<file path="src/rtl/tage_index_gen_if.sv">
// Lookup request, history update and index/tag result bundle for one tagged TAGE table.
// master = front-end driving requests and history; slave = tage_index_gen.
interface tage_index_gen_if #(
    parameter int IL      = 10,
    parameter int tag_len = 8,
    parameter int PCL     = 32
);
    logic               req_valid;
    logic               req_ready;
    logic [PCL-1:0]     req_pc;
    logic               hist_push;
    logic               hist_bit;
    logic               hist_restore;
    logic               restore_bit;
    logic               out_valid;
    logic [IL-1:0]      out_index;
    logic [tag_len-1:0] out_tag;
    logic               tbl_rd;

    modport master (
        output req_valid, req_pc, hist_push, hist_bit, hist_restore, restore_bit,
        input  req_ready, out_valid, out_index, out_tag, tbl_rd
    );

    modport slave (
        input  req_valid, req_pc, hist_push, hist_bit, hist_restore, restore_bit,
        output req_ready, out_valid, out_index, out_tag, tbl_rd
    );
endinterface

</file>
<file path="src/rtl/tage_index_gen.sv">
// TAGE index/tag generator: GHR + three folded histories hashed with the PC, one checkpoint.
// Latency 1 cycle from accepted request to out_valid; never stalls (req_ready follows Rst_n).
module tage_index_gen #(
    parameter int IL      = 10,
    parameter int tag_len = 8,
    parameter int HL      = 32,
    parameter int GHL     = 64,
    parameter int PCL     = 32
) (
    input  logic              Clk,
    input  logic              Rst_n,
    tage_index_gen_if.slave   bus
);
    localparam int CT1W   = tag_len - 1;
    localparam int CI_SH  = HL % IL;
    localparam int CT0_SH = HL % tag_len;
    localparam int CT1_SH = HL % CT1W;

    logic [GHL-1:0]     ghr_q, ghr_d;
    logic [IL-1:0]      ci_q, ci_d;
    logic [tag_len-1:0] ct0_q, ct0_d;
    logic [CT1W-1:0]    ct1_q, ct1_d;

    logic [GHL-1:0]     ck_ghr_q, ck_ghr_d;
    logic [IL-1:0]      ck_ci_q, ck_ci_d;
    logic [tag_len-1:0] ck_ct0_q, ck_ct0_d;
    logic [CT1W-1:0]    ck_ct1_q, ck_ct1_d;

    logic               out_valid_q, out_valid_d;
    logic [IL-1:0]      out_index_q, out_index_d;
    logic [tag_len-1:0] out_tag_q, out_tag_d;

    logic [IL-1:0]      idx_hash;
    logic [tag_len-1:0] tag_hash;

    logic [GHL-1:0]     base_ghr;
    logic [IL-1:0]      base_ci;
    logic [tag_len-1:0] base_ct0;
    logic [CT1W-1:0]    base_ct1;
    logic               shift_en;
    logic               shift_bit;
    logic               old_bit;

    logic               unused_bits;

    always_comb begin
        idx_hash = bus.req_pc[IL+1:2] ^ bus.req_pc[2*IL+1:IL+2] ^ ci_q;
        tag_hash = bus.req_pc[tag_len+1:2] ^ ct0_q ^ {ct1_q, 1'b0};

        out_valid_d = bus.req_valid;
        out_index_d = out_index_q;
        out_tag_d   = out_tag_q;
        ck_ghr_d    = ck_ghr_q;
        ck_ci_d     = ck_ci_q;
        ck_ct0_d    = ck_ct0_q;
        ck_ct1_d    = ck_ct1_q;

        // Hash and snapshot both see this cycle's pre-update history.
        if (bus.req_valid) begin
            out_index_d = idx_hash;
            out_tag_d   = tag_hash;
            ck_ghr_d    = ghr_q;
            ck_ci_d     = ci_q;
            ck_ct0_d    = ct0_q;
            ck_ct1_d    = ct1_q;
        end

        base_ghr  = ghr_q;
        base_ci   = ci_q;
        base_ct0  = ct0_q;
        base_ct1  = ct1_q;
        shift_en  = 1'b0;
        shift_bit = 1'b0;
        if (bus.hist_restore) begin
            base_ghr  = ck_ghr_q;
            base_ci   = ck_ci_q;
            base_ct0  = ck_ct0_q;
            base_ct1  = ck_ct1_q;
            shift_en  = 1'b1;
            shift_bit = bus.restore_bit;
        end else if (bus.hist_push) begin
            shift_en  = 1'b1;
            shift_bit = bus.hist_bit;
        end
        old_bit = base_ghr[HL-1];

        ghr_d = ghr_q;
        ci_d  = ci_q;
        ct0_d = ct0_q;
        ct1_d = ct1_q;
        // Folding is a rotate-left with the new bit entering at 0 and the bit leaving the
        // HL window cancelled at position HL mod width.
        if (shift_en) begin
            ghr_d = {base_ghr[GHL-2:0], shift_bit};
            ci_d  = {base_ci[IL-2:0], base_ci[IL-1] ^ shift_bit}
                    ^ (IL'(old_bit) << CI_SH);
            ct0_d = {base_ct0[tag_len-2:0], base_ct0[tag_len-1] ^ shift_bit}
                    ^ (tag_len'(old_bit) << CT0_SH);
            ct1_d = {base_ct1[CT1W-2:0], base_ct1[CT1W-1] ^ shift_bit}
                    ^ (CT1W'(old_bit) << CT1_SH);
        end
    end

    always_ff @(posedge Clk) begin
        if (!Rst_n) begin
            ghr_q       <= '0;
            ci_q        <= '0;
            ct0_q       <= '0;
            ct1_q       <= '0;
            ck_ghr_q    <= '0;
            ck_ci_q     <= '0;
            ck_ct0_q    <= '0;
            ck_ct1_q    <= '0;
            out_valid_q <= 1'b0;
            out_index_q <= '0;
            out_tag_q   <= '0;
        end else begin
            ghr_q       <= ghr_d;
            ci_q        <= ci_d;
            ct0_q       <= ct0_d;
            ct1_q       <= ct1_d;
            ck_ghr_q    <= ck_ghr_d;
            ck_ci_q     <= ck_ci_d;
            ck_ct0_q    <= ck_ct0_d;
            ck_ct1_q    <= ck_ct1_d;
            out_valid_q <= out_valid_d;
            out_index_q <= out_index_d;
            out_tag_q   <= out_tag_d;
        end
    end

    assign bus.req_ready = Rst_n;
    assign bus.out_valid = out_valid_q;
    assign bus.out_index = out_index_q;
    assign bus.out_tag   = out_tag_q;
    assign bus.tbl_rd    = out_valid_q;

    assign unused_bits = ^{bus.req_pc, base_ghr[GHL-1]};
endmodule

</file>
<file path="src/flat_wrapper.sv">
// flat-port wrapper written by rule: the top's interface ports become plain ports
module tage_index_gen_flat 
#(
    parameter int IL      = 10,
    parameter int tag_len = 8,
    parameter int HL      = 32,
    parameter int GHL     = 64,
    parameter int PCL     = 32
)
  (Clk, Rst_n, bus_req_valid, bus_req_pc, bus_hist_push, bus_hist_bit, bus_hist_restore, bus_restore_bit, bus_req_ready, bus_out_valid, bus_out_index, bus_out_tag, bus_tbl_rd);
  tage_index_gen_if #(.IL(IL), .tag_len(tag_len), .PCL(PCL)) bus_i ();
  input  logic Clk;
  input  logic Rst_n;
  input wire logic [$bits(bus_i.req_valid)-1:0] bus_req_valid;
  input wire logic [$bits(bus_i.req_pc)-1:0] bus_req_pc;
  input wire logic [$bits(bus_i.hist_push)-1:0] bus_hist_push;
  input wire logic [$bits(bus_i.hist_bit)-1:0] bus_hist_bit;
  input wire logic [$bits(bus_i.hist_restore)-1:0] bus_hist_restore;
  input wire logic [$bits(bus_i.restore_bit)-1:0] bus_restore_bit;
  output wire logic [$bits(bus_i.req_ready)-1:0] bus_req_ready;
  output wire logic [$bits(bus_i.out_valid)-1:0] bus_out_valid;
  output wire logic [$bits(bus_i.out_index)-1:0] bus_out_index;
  output wire logic [$bits(bus_i.out_tag)-1:0] bus_out_tag;
  output wire logic [$bits(bus_i.tbl_rd)-1:0] bus_tbl_rd;
  assign bus_i.req_valid = bus_req_valid;
  assign bus_i.req_pc = bus_req_pc;
  assign bus_i.hist_push = bus_hist_push;
  assign bus_i.hist_bit = bus_hist_bit;
  assign bus_i.hist_restore = bus_hist_restore;
  assign bus_i.restore_bit = bus_restore_bit;
  assign bus_req_ready = bus_i.req_ready;
  assign bus_out_valid = bus_i.out_valid;
  assign bus_out_index = bus_i.out_index;
  assign bus_out_tag = bus_i.out_tag;
  assign bus_tbl_rd = bus_i.tbl_rd;
  tage_index_gen #(.IL(IL), .tag_len(tag_len), .HL(HL), .GHL(GHL), .PCL(PCL)) u_core (.Clk(Clk), .Rst_n(Rst_n), .bus(bus_i));
endmodule
</file>
<file path="config.mk">
export PLATFORM = sky130hd
export DESIGN_NAME = tage_index_gen_flat
export DESIGN_NICKNAME = d
export VERILOG_FILES = /design/src/rtl/tage_index_gen_if.sv /design/src/rtl/tage_index_gen.sv /design/src/flat_wrapper.sv
export SDC_FILE = /design/constraint.sdc
export NUM_CORES = 1
export LEC_CHECK = 0
export ABC_AREA = 1
export ABC_CLOCK_PERIOD_IN_PS = 1300
export CORE_ASPECT_RATIO = 0.5
export CORE_MARGIN = 2
export CORE_UTILIZATION = 60
export DETAILED_ROUTE_END_ITERATION = 10
export PLACE_DENSITY = 0.84
export SLEW_MARGIN = 20
export SYNTH_ARGS = -nofsm -noshare
export SYNTH_HDL_FRONTEND = slang
export SYNTH_SLANG_ARGS = --single-unit
</file>
<file path="constraint.sdc">
create_clock -name Clk -period 1.3 [get_ports Clk]
set_input_delay 0.13 -clock Clk [delete_from_list [all_inputs] [get_ports Clk]]
set_output_delay 0.13 -clock Clk [all_outputs]
set_load 0.005 [all_outputs]
</file>
==> results of run 1 <==
==> timing repair <==
action / 4_1_cts / 5_1_grt
hold buffers: 0 / 0
endpoints found under the setup margin: 20 / 0
resized for setup: 21 / 0
==> layer usage <==
| layer | part of all wire, % | track usage (%) |
|---|---|---|
| met5 | 0 | 0 |
| met4 | 1.6 | 10.7 |
| met3 | 6.3 | 7.22 |
| met2 | 48 | 47.9 |
| met1 | 44 | 36.6 |
==> cell usage in the layout (no fill, tap or decap), drive strengths merged <==
master         Yosys  final
nand3             17     17
o221ai            41     41
clkinvlp           0      1
clkinv             0      6
nand2            111    111
dfxtp            133    133
clkbuf            17     22
inv               46     46
nor3              51     51
clkdlybuf4s50      0     24
nor2             161    161
xnor2             17     17
xor2              15     15
bufinv             0      3
buf               39     24
dlygate4sd2        0     20
o21ai             69     69
a211oi            11     11
a21oi             22     22
==> Yosys cell counts <==
master	instances	area, sq um
a211oi_1	11	82.6
a21oi_1	22	110
buf_2	20	100
buf_4	12	90.1
buf_6	7	78.8
clkbuf_1	16	60.1
clkbuf_2	1	5.00
dfxtp_1	133	2660
inv_1	42	158
inv_2	4	15.0
nand2_1	110	413
nand2_2	1	6.26
nand3_1	17	85.1
nor2_1	160	601
nor2_4	1	11.3
nor3_1	51	255
o21ai_0	68	340
o21ai_1	1	5.00
o221ai_1	41	359
xnor2_1	17	149
xor2_1	15	131
==> worst paths after layout <==
check,endpoint,slack [ns],cells after the start
setup / recovery,bus_out_tag[4],0.16,1
hold / removal,u_core.bus.out_tag[6],0.21,4
setup reg to reg,u_core.ct0_q[0],0.22,6
hold reg to reg,u_core.ck_ct1_q[2],0.47,2
==> metrics by stage <==
stage          cells  cell area (sq um)  hold slack [ns]  setup TNS [ns]
3_5_place_dp     883               6250            0.456           -1.89
3_3_place_gp     883               6250            0.450          -0.273
5_1_grt          915               6830            0.219               0
6_report         915               6830            0.207               0
2_1_floorplan    750               5720            0.341               0
4_1_cts          915               6830            0.192               0
==> power breakdown <==
part | switching (mW) | internal, mW
Combinational | 0.712 | 0.522
Sequential | 0.213 | 4.38
Clock | 1.69 | 3.15
==> cell type report <==
cell class / count / area [sq um]
fillers: 660 / 2530
inverters: 46 / 173
well taps: 121 / 151
multi-input cells: 515 / 2550
clock inverters: 10 / 128
repair buffers: 68 / 688
clock buffers: 22 / 474
flip-flops and latches: 133 / 2660
==> sequential cells by signal (all words and copies together), names as in the netlist <==
register / count
u_core.ci_q: 10
u_core.bus.out_valid: 1
u_core.bus.out_index: 10
u_core.ck_ct0_q: 8
u_core.ghr_q: 32
u_core.ck_ct1_q: 7
u_core.ck_ghr_q: 32
u_core.ct0_q: 8
u_core.ct1_q: 7
u_core.bus.out_tag: 8
u_core.ck_ci_q: 10
==> kinds of logic (layout without fill, tap and decap cells) <==
kind of cell           count (synthesis)  in the layout  synth area share, %
AO/OA/AOI/OAI                        143            143                 15.7
buffers and inverters                102            146                 8.86
AND/OR/NAND/NOR                      340            340                 24.0
XOR/XNOR                              32             32                 4.90
flip-flops                           133            133                 46.6
==> metrics.md, run 1 <==
| Metric | Value |
|---|---|
| Util after Layout | 73.0% |
| Worst min path class | in -> reg |
| Final GP Congestion | 0.790 |
| Placement Setup Slack | -0.0886 ns |
| Crit path time final | 1.14 ns |
| Vias | 5238 |
| CP max-delay cell | dfxtp_1 |
| CP cell instances | dlygate4sd2_1 |
| Clock Skews | 0.00588 ns |
| Synthesized area per cell | 7.62 sq um |
| Worst Setup SP | u_core.bus.out_tag[4] |
| Final setup violating endpoints | 0 |
| Longest Clk Path Bufs | 2 |
| DRT Pass-1 Iters | 5 |
| CTS Buf Count | 17 |
| Largest net degree at the start of global routing | 67 |
| Root buffer cell | clkbuf_16 |
| GRT Total Usage | 28.7% |
| Buf/Inv on CP | 1 |
| Net count after synthesis | between 700 and 800 |
| Total Die Area | about 10000 sq um |
| Fin. max-slew vios | 0 |
| RSZ-0062 raised after global routing | no |
| Status | finished clean |
| Critical Path AT | ~1.0 ns |
| Maxcap violations | 0 |
| Vias per std cell | 5.72 |
| Fin nets | slightly above 800 |
| Worst-Margin Slew | 0.361 ns |
| Critical path class | reg -> out |
| Antenna violations before repair | 0 |
| Die height | 73.0 um |
| Static Leak | 3.03 nW |
| Antenna diodes | 0 |
| Post-route ant nets | 0 |
| Final period util | 87.8% |
| Die width | 142 um |
| Final hold vios | 0 |
| Worst flop-to-flop path startpoint | u_core.ghr_q[31] |
| CTS tree | done |
| Worst EP required | 1.17 ns |
| Setup slack after layout | 0.159 ns |
| Port bufs | 47 |
| I/O pins | 60 |
| Post-CTS Repair Setup Buffers | 0 |
| H-tree depth | 4 |
| Sequential area share after synthesis | 46.6% |
| Peak VDD IR | 905 uV |
| Power, Total | 10.7 mW |
| Core Box Area | 9350 sq um |
| Layout cells sized above 1 | 7.68% |
| Vias in the first global route | 4914 |
| First-pass GRT wire length | between 20000 and 25000 um |
| Routed len/inst | 15.5 um |
| CP peak stage delay | 0.35 ns |
| F_max | roughly 900 MHz |
| Crit start category | flip-flop |
| #FFs+latches synth | 133 |
| Clk sink count | 133 |
| FP Rows | 25 |
| Mapped Area | ~5700 sq um |
| Relative slew slack | 75.9% |
| Worst-path maximum fanout | 2 |
| Gr ovfl total | 0 |
| Starting Density | roughly three fifths |
| Hold path start | Rst_n |
| Clock transition at path regs | 0.05 ns |
| Initial DRC count | between 700 and 800 |
| Final WL | 14200 um |
| Drt drc | 0 |
| Layout area overhead | 19.4% |
| Synth Warn # | 0 |
| Synth cell types | 21 |
| Critical Path Sink Type | primary output |
| Delay-heaviest family, CP | flip-flops |
| Clock Latency Late Sink | between 0.4 and 0.5 ns |
| Pwr dens | 1560 nW/um^2 |
| Detail Placement HPWL | between 7000 and 8000 um |
| Synthesized instance count | 750 |
Note: power is estimated with default switching activity, not from simulation.
==> inputs of run 2 (changes only) <==
--- a/config.mk
+++ b/config.mk
@@ -8,7 +8,6 @@
 export ABC_AREA = 1
 export ABC_CLOCK_PERIOD_IN_PS = 1300
 export CORE_ASPECT_RATIO = 0.5
-export CORE_MARGIN = 2
 export CORE_UTILIZATION = 60
 export DETAILED_ROUTE_END_ITERATION = 10
 export PLACE_DENSITY = 0.84
==> metrics.md, run 2 (same netlist as run 1, synthesis figures left out) <==
| Metric | Value |
|---|---|
| Clock transition at path regs | approximately 0.05 ns |
| Final GP Congestion | 0.838 |
| Largest net degree at the start of global routing | 74 |
| # fillers | 622 |
| Relative slew slack | 77.1% |
| Final hold vios | 0 |
| Most frequent cells in the layout | 160 x nor2_1, 127 x dfxtp_1, 110 x nand2_1, 68 x o21ai_0, 51 x nor3_1 |
| H-tree depth | 4 |
| Combinational power share | 11.7% |
| Buf/Inv on CP | 1 |
| Post-CTS Repair Setup Buffers | 0 |
| Initial DRC count | 561 |
| CTS Buf Count | 17 |
| Sw frac | 25.2% |
| Layout cells sized above 1 | 8.54% |
| RSZ-0062 raised after global routing | no |
| Critical path class | reg -> out |
| CP peak stage delay | 0.33 ns |
| Most common cell after layout, fill and taps aside | nor2_1 |
| Die height | 71.0 um |
| Clock network power share | 44.5% |
| Drt drc | 0 |
| CP cell instances | dlygate4sd2_1 |
| FP Rows | 24 |
| Longest Clk Path Bufs | 2 |
| Clock Skews | between 0.008 and 0.009 ns |
| Clk sink count | 133 |
| F_max | 889 MHz |
| Peak VDD IR | 1170 uV |
| Vias | between 5000 and 6000 |
| GRT Total Usage | between 20 and 30% |
| Final period util | 86.6% |
| Setup TNS | 0 ns |
| Die width | 140 um |
| Vias in the first global route | 4922 |
| Critical Path AT | 1.00 ns |
| I/O pins | 60 |
| Regs by FF count | u_core.ck_ghr_q: 32 flops, u_core.ghr_q: 32 flops |
| Delay-heaviest family, CP | flip-flops |
| Worst-path maximum fanout | 2 |
| Met1 WL | around 6100 um |
| Min Hold Slack | 0.141 ns |
| CP max-delay cell | dfxtp_2 |
| Routed len/inst | roughly 15 um |
| Max layer used | met4 |
| Antenna violations before repair | 0 |
| Fin. max-slew vios | 0 |
| Pwr dens | 1530 nW/um^2 |
| Sequential Power Share | 43.8% |
| Layout area overhead | 19.4% |
| Util after Layout | roughly 76% |
| Worst min path class | in -> reg |
| Starting Density | 63.7% |
| Static Leak | about 3.0 nW |
| Met2 Wirelength | roughly 6500 um |
| Post-route ant nets | 0 |
| Clock Latency Late Sink | 0.42 ns |
| Met3 wire length | 806 um |
| Crit start category | flip-flop |
| R2r setup slk | 0.23 ns |
| Internal power | between 7 and 8 mW |
| CTS tree | done |
| Core Box Area | between 8000 and 9000 sq um |
| Detail Placement HPWL | 7930 um |
| Final Cell Area | between 6000 and 7000 sq um |
| Status | finished clean |
| Critical Path Sink Type | primary output |
| Crit path time final | 1.13 ns |
| Final setup violating endpoints | 0 |
| Root buffer cell | clkbuf_16 |
| Worst EP required | 1.17 ns |
| DRT Pass-1 Iters | 5 |
| Port bufs | 47 |
| Fin nets | between 800 and 900 |
| Final WL | between 10000 and 15000 um |
| Antenna diodes | 0 |
| Power, Total | approximately 10 mW |
| Vias per std cell | 5.78 |
| Maxcap violations | 0 |
| Switch Pwr | roughly 2.6 mW |
| First-pass GRT wire length | 22900 um |
| Total Die Area | around 10000 sq um |
| Gr ovfl total | 0 |
| Post-DP Area | 6260 sq um |
| Worst-Margin Slew | about 0.34 ns |
[run 2: cell count changes in the layout (fill, tap and decap cells not counted), sizes merged]
cell / delta
clkinvlp: +1
clkinv: -2
buf: +2
clkbuf: +3
bufinv: -2
[run 2: power groups by stage]
| stage | registers [mW] | clock network (mW) | logic (mW) |
|---|---|---|---|
| after global placement | 4.65 | 0 | 1.19 |
| after CTS | 4.58 | 4.69 | 1.22 |
| after detailed placement | 4.66 | 0 | 1.23 |
| after global routing | 4.62 | 4.87 | 1.37 |
| after floorplan | 4.61 | 0 | 0.825 |
| final | 4.59 | 4.66 | 1.22 |
[run 2: stage by stage]
| step | setup slack (ns) | cells |
|---|---|---|
| 2_1_floorplan | 0.413 | 750 |
| 3_3_place_gp | -0.0480 | 881 |
| 3_5_place_dp | -0.0937 | 881 |
| 4_1_cts | 0.167 | 913 |
| 5_1_grt | 0.0991 | 913 |
| 6_report | 0.175 | 913 |
[run 2: final cells by class]
class,count,area (sq um),area share [%]
sequential,133,2670,39.1
tap,117,146,2.14
inverter,46,173,2.53
multi-input combinational,515,2550,37.3
clock buffer,25,515,7.55
clock inverter,7,68.8,1.01
timing repair buffer,70,703,10.3
[run 2: path summary, 6_finish.rpt]
kind,start,endpoint,cells after the start
worst max-delay path,u_core.bus.out_tag[7],bus_out_tag[7],1
worst min-delay path,Rst_n,u_core.ck_ci_q[9],3
worst max register to register,u_core.ghr_q[31],u_core.ct0_q[0],6
worst min register to register,u_core.ck_ct1_q[0],u_core.ck_ct1_q[0],2
[run 2: what timing repair did]
action                     CTS  global route
setup endpoints to repair   20             0
resized for setup           26             0
hold buffers                 0             0
[run 2: routing by layer]
layer | up-vias | global-route usage [%]
met1 | 2509 | 35.5
met5 | - | 0
met2 | 183 | 50.5
met3 | 27 | 6.64
li1 | 2555 | -
met4 | 0 | 12.6
